==> src/rtl/rr_arb_mux.sv <==
`timescale 1ns/1ps
// N-input registered arbiter/mux: direct-select, fixed-priority or round-robin grant into one output register.
// Latency 1 cycle; an input is accepted only while the output register is empty or draining, so a stalled output blocks every channel.
module rr_arb_mux #(
  parameter int N     = 5,
  parameter int W     = 32,
  parameter int SEL_W = 3
) (
  input  logic             clk,
  input  logic             rstb,
  input  logic [1:0]       mode,
  input  logic [SEL_W-1:0] sel,
  input  logic [N*W-1:0]   in_data,
  input  logic [N-1:0]     in_valid,
  output logic [N-1:0]     in_ready,
  output logic [W-1:0]     out_data,
  output logic [SEL_W-1:0] out_chan,
  output logic             out_valid,
  input  logic             out_ready
);

  localparam logic [1:0]       MODE_DIRECT = 2'd0;
  localparam logic [1:0]       MODE_FIXED  = 2'd1;
  localparam logic [1:0]       MODE_RR     = 2'd2;
  localparam logic [SEL_W-1:0] LAST_RST    = SEL_W'(N - 1);

  typedef struct packed {
    logic [SEL_W-1:0] chan;
    logic [W-1:0]     dat;
  } out_t;

  out_t             out_q;
  logic             out_vld_q;
  logic [SEL_W-1:0] last_q;

  logic             load_en;
  logic             dir_vld, fp_vld, hi_vld, gnt_vld;
  logic [SEL_W-1:0] dir_idx, fp_idx, hi_idx, gnt_idx;
  logic [W-1:0]     gnt_dat;
  logic             xfer;

  assign load_en = !out_vld_q || out_ready;

  // Direct select: compare against each legal index so an out-of-range sel simply matches nothing.
  always_comb begin
    dir_vld = 1'b0;
    dir_idx = '0;
    for (int i = 0; i < N; i++) begin
      if (sel == SEL_W'(i) && in_valid[i]) begin
        dir_vld = 1'b1;
        dir_idx = SEL_W'(i);
      end
    end
  end

  // Lowest valid index; scanning downward lets the lowest index overwrite.
  always_comb begin
    fp_vld = 1'b0;
    fp_idx = '0;
    for (int i = N - 1; i >= 0; i--) begin
      if (in_valid[i]) begin
        fp_vld = 1'b1;
        fp_idx = SEL_W'(i);
      end
    end
  end

  // Round-robin: lowest valid index strictly above last, else wrap to the lowest valid overall.
  always_comb begin
    hi_vld = 1'b0;
    hi_idx = '0;
    for (int i = N - 1; i >= 0; i--) begin
      if (in_valid[i] && SEL_W'(i) > last_q) begin
        hi_vld = 1'b1;
        hi_idx = SEL_W'(i);
      end
    end
  end

  always_comb begin
    gnt_vld = 1'b0;
    gnt_idx = '0;
    case (mode)
      MODE_DIRECT: begin
        gnt_vld = dir_vld;
        gnt_idx = dir_idx;
      end
      MODE_FIXED: begin
        gnt_vld = fp_vld;
        gnt_idx = fp_idx;
      end
      MODE_RR: begin
        gnt_vld = fp_vld;
        gnt_idx = hi_vld ? hi_idx : fp_idx;
      end
      default: begin
        gnt_vld = 1'b0;
        gnt_idx = '0;
      end
    endcase
  end

  always_comb begin
    gnt_dat = '0;
    for (int i = 0; i < N; i++) begin
      if (gnt_idx == SEL_W'(i)) gnt_dat = in_data[i*W +: W];
    end
  end

  assign xfer = gnt_vld && load_en;

  // rstb gates in_ready directly because the emptied output register alone would otherwise advertise space.
  always_comb begin
    in_ready = '0;
    for (int i = 0; i < N; i++) begin
      in_ready[i] = rstb && xfer && (gnt_idx == SEL_W'(i));
    end
  end

  always_ff @(posedge clk or negedge rstb) begin
    if (!rstb) begin
      out_q     <= '0;
      out_vld_q <= 1'b0;
    end else if (xfer) begin
      out_q.chan <= gnt_idx;
      out_q.dat  <= gnt_dat;
      out_vld_q  <= 1'b1;
    end else if (out_ready) begin
      out_vld_q  <= 1'b0;
    end
  end

  always_ff @(posedge clk or negedge rstb) begin
    if (!rstb) begin
      last_q <= LAST_RST;
    end else if (xfer && mode == MODE_RR) begin
      last_q <= gnt_idx;
    end
  end

  assign out_data  = out_q.dat;
  assign out_chan  = out_q.chan;
  assign out_valid = out_vld_q;

endmodule

==> config.mk <==
export PLATFORM = sky130hd
export DESIGN_NAME = rr_arb_mux
export DESIGN_NICKNAME = d
export VERILOG_FILES = /design/src/rtl/rr_arb_mux.sv
export SDC_FILE = /design/constraint.sdc
export NUM_CORES = 1
export LEC_CHECK = 0
export ABC_AREA = 1
export CELL_PAD_IN_SITES_DETAIL_PLACEMENT = 0
export CELL_PAD_IN_SITES_GLOBAL_PLACEMENT = 2
export CORE_UTILIZATION = 17
export DETAILED_ROUTE_END_ITERATION = 16
export GPL_TIMING_DRIVEN = 0
export PLACE_DENSITY = 0.75
export SYNTH_ARGS = -nofsm -noshare
export SYNTH_HDL_FRONTEND = slang
export SYNTH_SLANG_ARGS = --single-unit
export TNS_END_PERCENT = 1
==> constraint.sdc <==
create_clock -name clk -period 2.2 [get_ports clk]
set_input_delay 0.44 -clock clk [delete_from_list [all_inputs] [get_ports clk]]
set_output_delay 0.44 -clock clk [all_outputs]
set_load 0.02 [all_outputs]
* After elaboration in Yosys (flattened, before gate mapping)
Index checks and enable logic that the tools add are counted.
Word-level totals: register bits after elaboration 39
Operators by class: magnitude comparators 5, eq/ne operators 10, muxes and demuxes 39, reduce and logical (&&, ||, !) cells 25
Operators with widths (count):
- $mux 32 | 5
- $mux 3 | 14
- $logic_and 1x1->1 | 18
- $mux 1 | 18
- $eq 3x2->1 const B | 4
- $pmux 3 s3 | 1
- $eq 3x1->1 const B | 2
- $eq 3x3->1 const B | 2
- $gt 1x3->1 const A | 2
- $gt 2x3->1 const A | 2
- $logic_not 3->1 | 2
- $gt 3x3->1 const A | 1
- $eq 2x1->1 const B | 1
- $eq 2x2->1 const B | 1
- $logic_not 2->1 | 1
- $pmux 1 s2 | 1
- $reduce_bool 2->1 | 1
- $reduce_or 2->1 | 1
- $logic_not 1->1 | 1
- $logic_or 1x1->1 | 1

* Logic depth before layout (Yosys ltp)
Gate-level depths: netlist of the first run.
word-level depth 15, depth in mapped cells 15, depth with buffers taken out 13

* Least setup slack after synthesis of the first run
No wires, ideal clock.
kind flip-flop to output port, from reg last_q[2], to out in_ready[3], data arrival time 2.040 ns, setup slack -0.280 ns, cell stages (with the launch flop) 10, path through dfstp_2 > inv_2 > nand2_1 > nand3_1 > nand3_1 > nand3_2 > nand2_4 > inv_2 > clkbuf_1 > nor4_1
On the way: longest elaborated chain between the ends 11, elaborated cells between the ends (all ways) 24
RTL lines:
- start, declared | line 34 | logic [SEL_W-1:0] last_q;
- start signal, assigned | line 137 | last_q <= gnt_idx;
- $gt 3x3->1 | line 73 | if (in_valid[i] && SEL_W'(i) > last_q) begin
- $logic_and 1x1->1 | line 73
- $mux 1 / $mux 3 (equally long branches) (5 in a row) | line 73
- $mux 3 (*) | line 94 | gnt_idx = hi_vld ? hi_idx : fp_idx;
- $pmux 3 s3 (*) | line 83 | case (mode)
- $eq 3x2->1 (*) | line 116 | in_ready[i] = rstb && xfer && (gnt_idx == SEL_W'(i));
- $logic_and 1x1->1 (*) | line 116
- end, declared | line 15 | output logic [N-1:0] in_ready,
Every way passes the cells marked *; elsewhere a longest branch is shown, timed or not.

* Worst setup path after layout of the first run
from reg last_q[2], to out in_ready[2]
Same word-level chain as after synthesis.

==> results of run 1 <==
-- routing by layer --
metal / wire length (um) / vias up / part of all wire, % / GRT usage (%)
li1: - / 2218 / - / -
met1: 7250 / 2067 / 41 / 21.0
met2: 8710 / 173 / 50 / 31.3
met3: 1400 / 15 / 8.0 / 5.50
met4: 214 / 2 / 1.2 / 3.34
met5: 13 / - / 0.074 / 0
-- worst max-delay path by stage --
stage                         start     endpoint  slack (ns)  cells after the start
after global placement         rstb  in_ready[2]       -2.16                      4
final                     last_q[2]  in_ready[2]       -0.34                     10
after global routing      last_q[2]  in_ready[2]       -0.45                     10
after CTS                 last_q[2]  in_ready[4]       -0.34                     13
after detailed placement    mode[0]  in_ready[2]       -1.53                     11
after floorplan             mode[0]  in_ready[2]       -0.08                      9
-- through the flow --
step                      worst slack, ns  hold slack [ns]  util [%]  instances  setup TNS (ns)
after floorplan                   -0.0843            0.144         -        509          -0.350
after global placement              -2.16            0.460      30.6        982          -57.21
after detailed placement            -1.53            0.435      30.7        983          -30.16
after CTS                          -0.340            0.112      33.8       1008           -5.30
after global routing               -0.452            0.132      34.0       1009          -10.01
final                              -0.344            0.105      34.0       1009           -4.66
-- cells by family (layout without fill, tap and decap cells) --
logic type | Yosys count | after routing | share of synthesized area [%]
AND/OR/NAND/NOR | 330 | 330 | 46.0
AO/OA/AOI/OAI | 78 | 78 | 14.3
buffers and inverters | 58 | 298 | 8.59
flip-flops | 39 | 39 | 29.6
adder cells (fa/ha/maj) | 4 | 4 | 1.51
-- layout make-up --
type / count / area share [%]
multi-input cells: 412 / 35.1
well taps: 260 / 5.07
repair buffers: 232 / 35.3
inverters: 19 / 1.31
plain buffers: 39 / 5.53
flip-flops and latches: 39 / 15.2
clock buffers: 8 / 2.44
-- cells in the mapped netlist, drive strengths merged --
| cell | n |
|---|---|
| dfrtp | 38 |
| dfstp | 1 |
| nand3 | 173 |
| o21ai | 43 |
| nor4 | 2 |
| nand4 | 1 |
| o21bai | 32 |
| ha | 4 |
| a21oi | 3 |
| clkbuf | 15 |
| buf | 24 |
| nor2 | 20 |
| nand2 | 134 |
| inv | 19 |
-- power by group through the flow --
stage                     sequential, mW  combinational (mW)  clock, mW
after floorplan                     1.26               0.635          0
after CTS                           1.04                2.05      0.841
after global routing                1.06                2.20      0.869
after detailed placement            1.04                1.88          0
after global placement              1.04                1.87          0
final                               1.04                2.04      0.806
-- registers in the layout, indices dropped and copies added, names as in the netlist --
signal	flops
out_chan	3
out_valid	1
last_q	3
out_data	32
-- placed cells by master (no fill, tap or decap), types with 9 or more instances in the layout --
cell,instances
o21ai_1,21
nand3_1,168
nand2_1,119
buf_4,27
clkdlybuf4s50_1,197
inv_1,13
o21bai_1,32
buf_2,9
dfrtp_1,38
o21ai_0,20
buf_6,9
-- timing repair --
item | in CTS | in global routing
cloned | 0 | 0
buffers inserted | 17 | 1
setup endpoints to repair | 39 | 37
pin swaps | 24 | 13
resized for setup | 125 | 12
==> run metrics, run 1 <==
Mean Syn Cell Area=between 6 and 7 um2; number of global-route vias before repair=4734; WL/cell=17.4 um; Worst setup EP type=output pin; clk slew on worst S/H paths=0.06 ns; die width=141 um; clk sinks=39; Net Count, Synth=~690; Flop pwr share=a little over a quarter; cell-internal power=approximately 2.4 mW; cell mode on critical path=nand2_1; die area=20000 um2; crit-path max FO=5; CP Launch Type=flip-flop; Port Buffers=about 210; CTS Hold Bufs=0; area leader, netlist=dfrtp_1; total grt overflow=0; first-pass GRT wire length=26.6 mm; Setup violations, final=37; row count=50; Data arrival, critical path=2.10 ns; Pwr per Cell Area=604 nW/um2; I/O Pins=214; Slew Limit Fails=0; Placement Cell Area=5800 um2; pin count of the biggest net entering global routing=24; share of cells above drive strength 1=between 10% and 20%; Bufs on Longest Clock Path=2; R2R Setup Slk=-0.16 ns; Comb power frac=52.5%; minimum clock period=2.54 ns; DPL Wire Length=13.1 mm; Clk Latency, worst-skew pair=0.30 ns; outcome=finished, violations left; Rel. slew slack=between 60% and 70%; initial cell density of the core=around 17%; clock power share=20.8%; VDD IR max=about 0.27 mV; worst hold path class=input pin to asynchronous set/reset pin; register area share after synthesis=29.6%; initial antenna violation count=1; Worst Skew=0.00561 ns; routability cong.=0.830; Core Footprint=18900 um2; r2r worst-path depth=15; RSZ-0062 raised after global routing=true; Die Span Y=141 um; Synth Instances=just over 500; Syn. warnings=0; Register Area=977 um2; final WL=17.6 mm; Final Hold Viols=0; violated checks=negative setup slack; GR Util All Layers=between 10% and 20%; Mapped Area=about 3300 um2; #FFs+latches synth=39; H-tree levels=2; largest cells by area after synthesis=dfrtp_1 29%, nand3_1 26%, nand2_1 14%; # Max-Cap Violations=0; CTS tree=done; design area=6420 um2; vias per inst=4.44; Reg2Reg Launch Point=last_q[2]; CP bufs+invs=2; switching share of total power=38.6%; Net Sw Power=1.50 mW; Critical Path RT=1.76 ns; total power=3.88 mW; multi-input logic area=2250 um2; Layout area overhead=94.2%; Top delay family on crit path=simple AND/OR/NAND/NOR gates; fillers=2049; fin crit share=116%; Worst Tran Pin Value=a little under 0.6 ns; Post-route DRC=0; Leak=2.98 nW; Ant. Diodes=0; share of the synthesized area in the top cell type=28.8%; min setup slack post-route=-0.344 ns; r2r endpoint=out_data[1]; Max stage delay on crit path=0.60 ns; total vias in the final route=between 4k and 5k; Final nets=approximately 900; worst-path cell chain=nor2_4 -> nand2_4 -> nand2_1 -> nor2_1 -> nand2_1 -> nand3_4 -> nand2_8 -> clkbuf_16 -> nor4_4 -> buf_4; 1st-pass router iterations=4; Antenna Nets Post-Route=0; CTS buffer count=5; root buffer selected by CTS=clkbuf_16; WS Path Type=flip-flop to output pin; slowest stage cell, crit path=dfstp_2; Synth cell types=24; Iteration-0 DRC Markers=roughly 160; Peak Freq=393 MHz
(Power assumes the default switching activity.)
==> run 2, diff against run 1 <==
- SETUP_SLACK_MARGIN: not set -> 0.4
==> run metrics, run 2 (synthesis results as in run 1) <==
min setup slack post-route=-0.283 ns (+0.0607 ns); Setup violations, final=24 (-35%); share of cells above drive strength 1=18.4% (+2.5 points); WS Path Type=flip-flop to output pin; RSZ-0062 raised after global routing=true; die width=141 um (unchanged); max reg flops=32 (unchanged); Antenna Nets Post-Route=0 (unchanged); Iteration-0 DRC Markers=200 (+27%); worst hold path class=input pin to asynchronous set/reset pin; Final nets=930 (+0.54%); pin count of the biggest net entering global routing=23 (-4.2%); Worst Tran Pin Value=0.641 ns (+0.0533 ns); R2R Setup Slk=-0.08 ns (+0.08 ns); Die Span Y=141 um (unchanged); number of global-route vias before repair=4634 (-2.1%); initial antenna violation count=2 (+1); GR Util All Layers=17.5% (-0.12 points); CTS tree=done; CTS buffer count=5 (unchanged); commonest non-fill, non-tap cell in the layout=clkdlybuf4s50_1; Hold WS=0.163 ns (+0.0583 ns); outcome=finished, violations left; Peak Freq=403 MHz (+2.4%); root buffer selected by CTS=clkbuf_16; fin util=34.6% (+0.63 points); worst-path cell chain=nor2_4 -> nand2_2 -> nand2_2 -> nor2_2 -> nand2_1 -> nand3_2 -> nand2_4 -> buf_6 -> clkbuf_16 -> nor4_4 -> buf_4; VDD IR max=0.305 mV (+13%); slowest stage cell, crit path=dfstp_2; violated checks=negative setup slack; Critical Path RT=1.76 ns (about the same); Bufs on Longest Clock Path=2 (unchanged); CP Launch Type=flip-flop; I/O Pins=214 (unchanged); Slew Limit Fails=0 (unchanged); Clk Latency, worst-skew pair=0.30 ns (about the same); Place WS=-1.60 ns (-0.0695 ns); Max stage delay on crit path=0.58 ns (-0.02 ns); Pwr per Cell Area=608 nW/um2 (+0.63%); total vias in the final route=4562 (+1.9%); clk sinks=39 (unchanged); clk slew on worst S/H paths=0.06 ns (about the same); final WL=17.6 mm (+0.16%); 1st-pass router iterations=5 (+1); crit-path max FO=4 (-1); multi-input logic area=2290 um2 (+1.4%); Post-route DRC=0 (unchanged); die area=20000 um2 (unchanged); fillers=2047 (-0.098%); H-tree levels=2 (unchanged); Register Area=977 um2 (unchanged); total power=3.98 mW (+2.5%); fin crit share=113% (-2.8 points); Final Hold Viols=0 (unchanged); minimum clock period=2.48 ns (-0.0607 ns); Layout area overhead=97.8%; # Max-Cap Violations=0 (unchanged); Worst setup EP type=output pin; Leak=3.01 nW (+1.1%); Data arrival, critical path=2.04 ns (-0.06 ns); most frequent cells in the layout=197 x clkdlybuf4s50_1, 169 x nand3_1, 117 x nand2_1; initial cell density of the core=17.5% (unchanged); Cells after DPL=983 (unchanged); cell mode on critical path=nand2_2; Layout Cells excl Fill=1015 (+0.59%); WL/cell=17.4 um (-0.43%); Core Footprint=18900 um2 (unchanged); DPL Wire Length=13.3 mm (+1.4%); routability cong.=0.900 (+8.4%); CP bufs+invs=3 (+1); first-pass GRT wire length=26.3 mm (-1.1%); Port Buffers=213 (unchanged); Rel. slew slack=57.3% (-3.6 points); total grt overflow=0 (unchanged); Top delay family on crit path=simple AND/OR/NAND/NOR gates; vias per inst=4.49 (+1.3%); Worst Skew=0.00932 ns (+0.00371 ns); row count=50 (unchanged)
-- run 2: changes by cell type in the layout (fill, tap and decap cells not counted), moves of 3 or more --
cell	before	now
buf_4	27	31
buf_6	9	12
inv_1	13	10
nand2_2	5	9
nor2_1	8	5
nor2_4	5	9
-- run 2: stage by stage --
step                      cell area (um2)  setup TNS (ns)
after floorplan                      3480               0
final                                6540           -2.14
after global placement               5930          -67.29
after CTS                            6480           -2.03
after global routing                 6540           -6.80
after detailed placement             5950          -34.03
-- run 2: worst reg2reg max path: stages (launching register included) --
cell and delay, ns:
dfstp_2 0.58, nor2_4 0.06, nand2_2 0.09, nand3_1 0.08, nand3_1 0.12, nand3_2 0.12, nand2_4 0.15, inv_6 0.05
nand2_2 0.07, clkbuf_1 0.50, nand2_1 0.13, o21bai_1 0.16, nand2_1 0.06
-- run 2: metal layers --
layer,track usage (%),wire (um)
met3,4.42,1380
met4,3.85,233
met1,21.4,7350
met5,0,12
met2,31.0,8640
-- run 2: layout make-up --
| cell class | instances | area share (%) |
|---|---|---|
| inverter | 19 | 1.63 |
| clock inverter | 3 | 0.670 |
| multi-input combinational | 412 | 35.0 |
| antenna | 1 | 0.0383 |
| tap | 260 | 4.98 |
| timing repair buffer | 237 | 35.2 |
| clock buffer | 5 | 1.91 |
| buffer | 39 | 5.64 |
| sequential | 39 | 14.9 |
-- run 2: timing repair --
| item | 4_1_cts | 5_1_grt |
|---|---|---|
| hold buffers | 0 | 0 |
| pin swaps | 18 | 4 |
| endpoints found under the setup margin | 43 | 40 |
| gates resized for setup | 120 | 20 |
| cloned | 0 | 0 |
| buffers inserted | 22 | 1 |
-- run 2: power by group --
part           internal, mW  total [mW]  leakage [nW]  switching, mW
sequential            0.913        1.03         0.490          0.118
combinational          1.00        2.06          2.44           1.06
clock                 0.536       0.884        0.0838          0.347
-- run 2: path summary, 6_finish.rpt --
path | from | endpoint | cells after the start
worst min register to register | out_data[16] | out_data[16] | 2
worst min-delay path | rstb | out_data[29] | 1
max in group asynchronous | rstb | last_q[2] | 2
min in group clk | out_data[16] | out_data[16] | 2
worst max register to register | last_q[2] | out_data[16] | 12
worst max-delay path | last_q[2] | in_ready[2] | 11
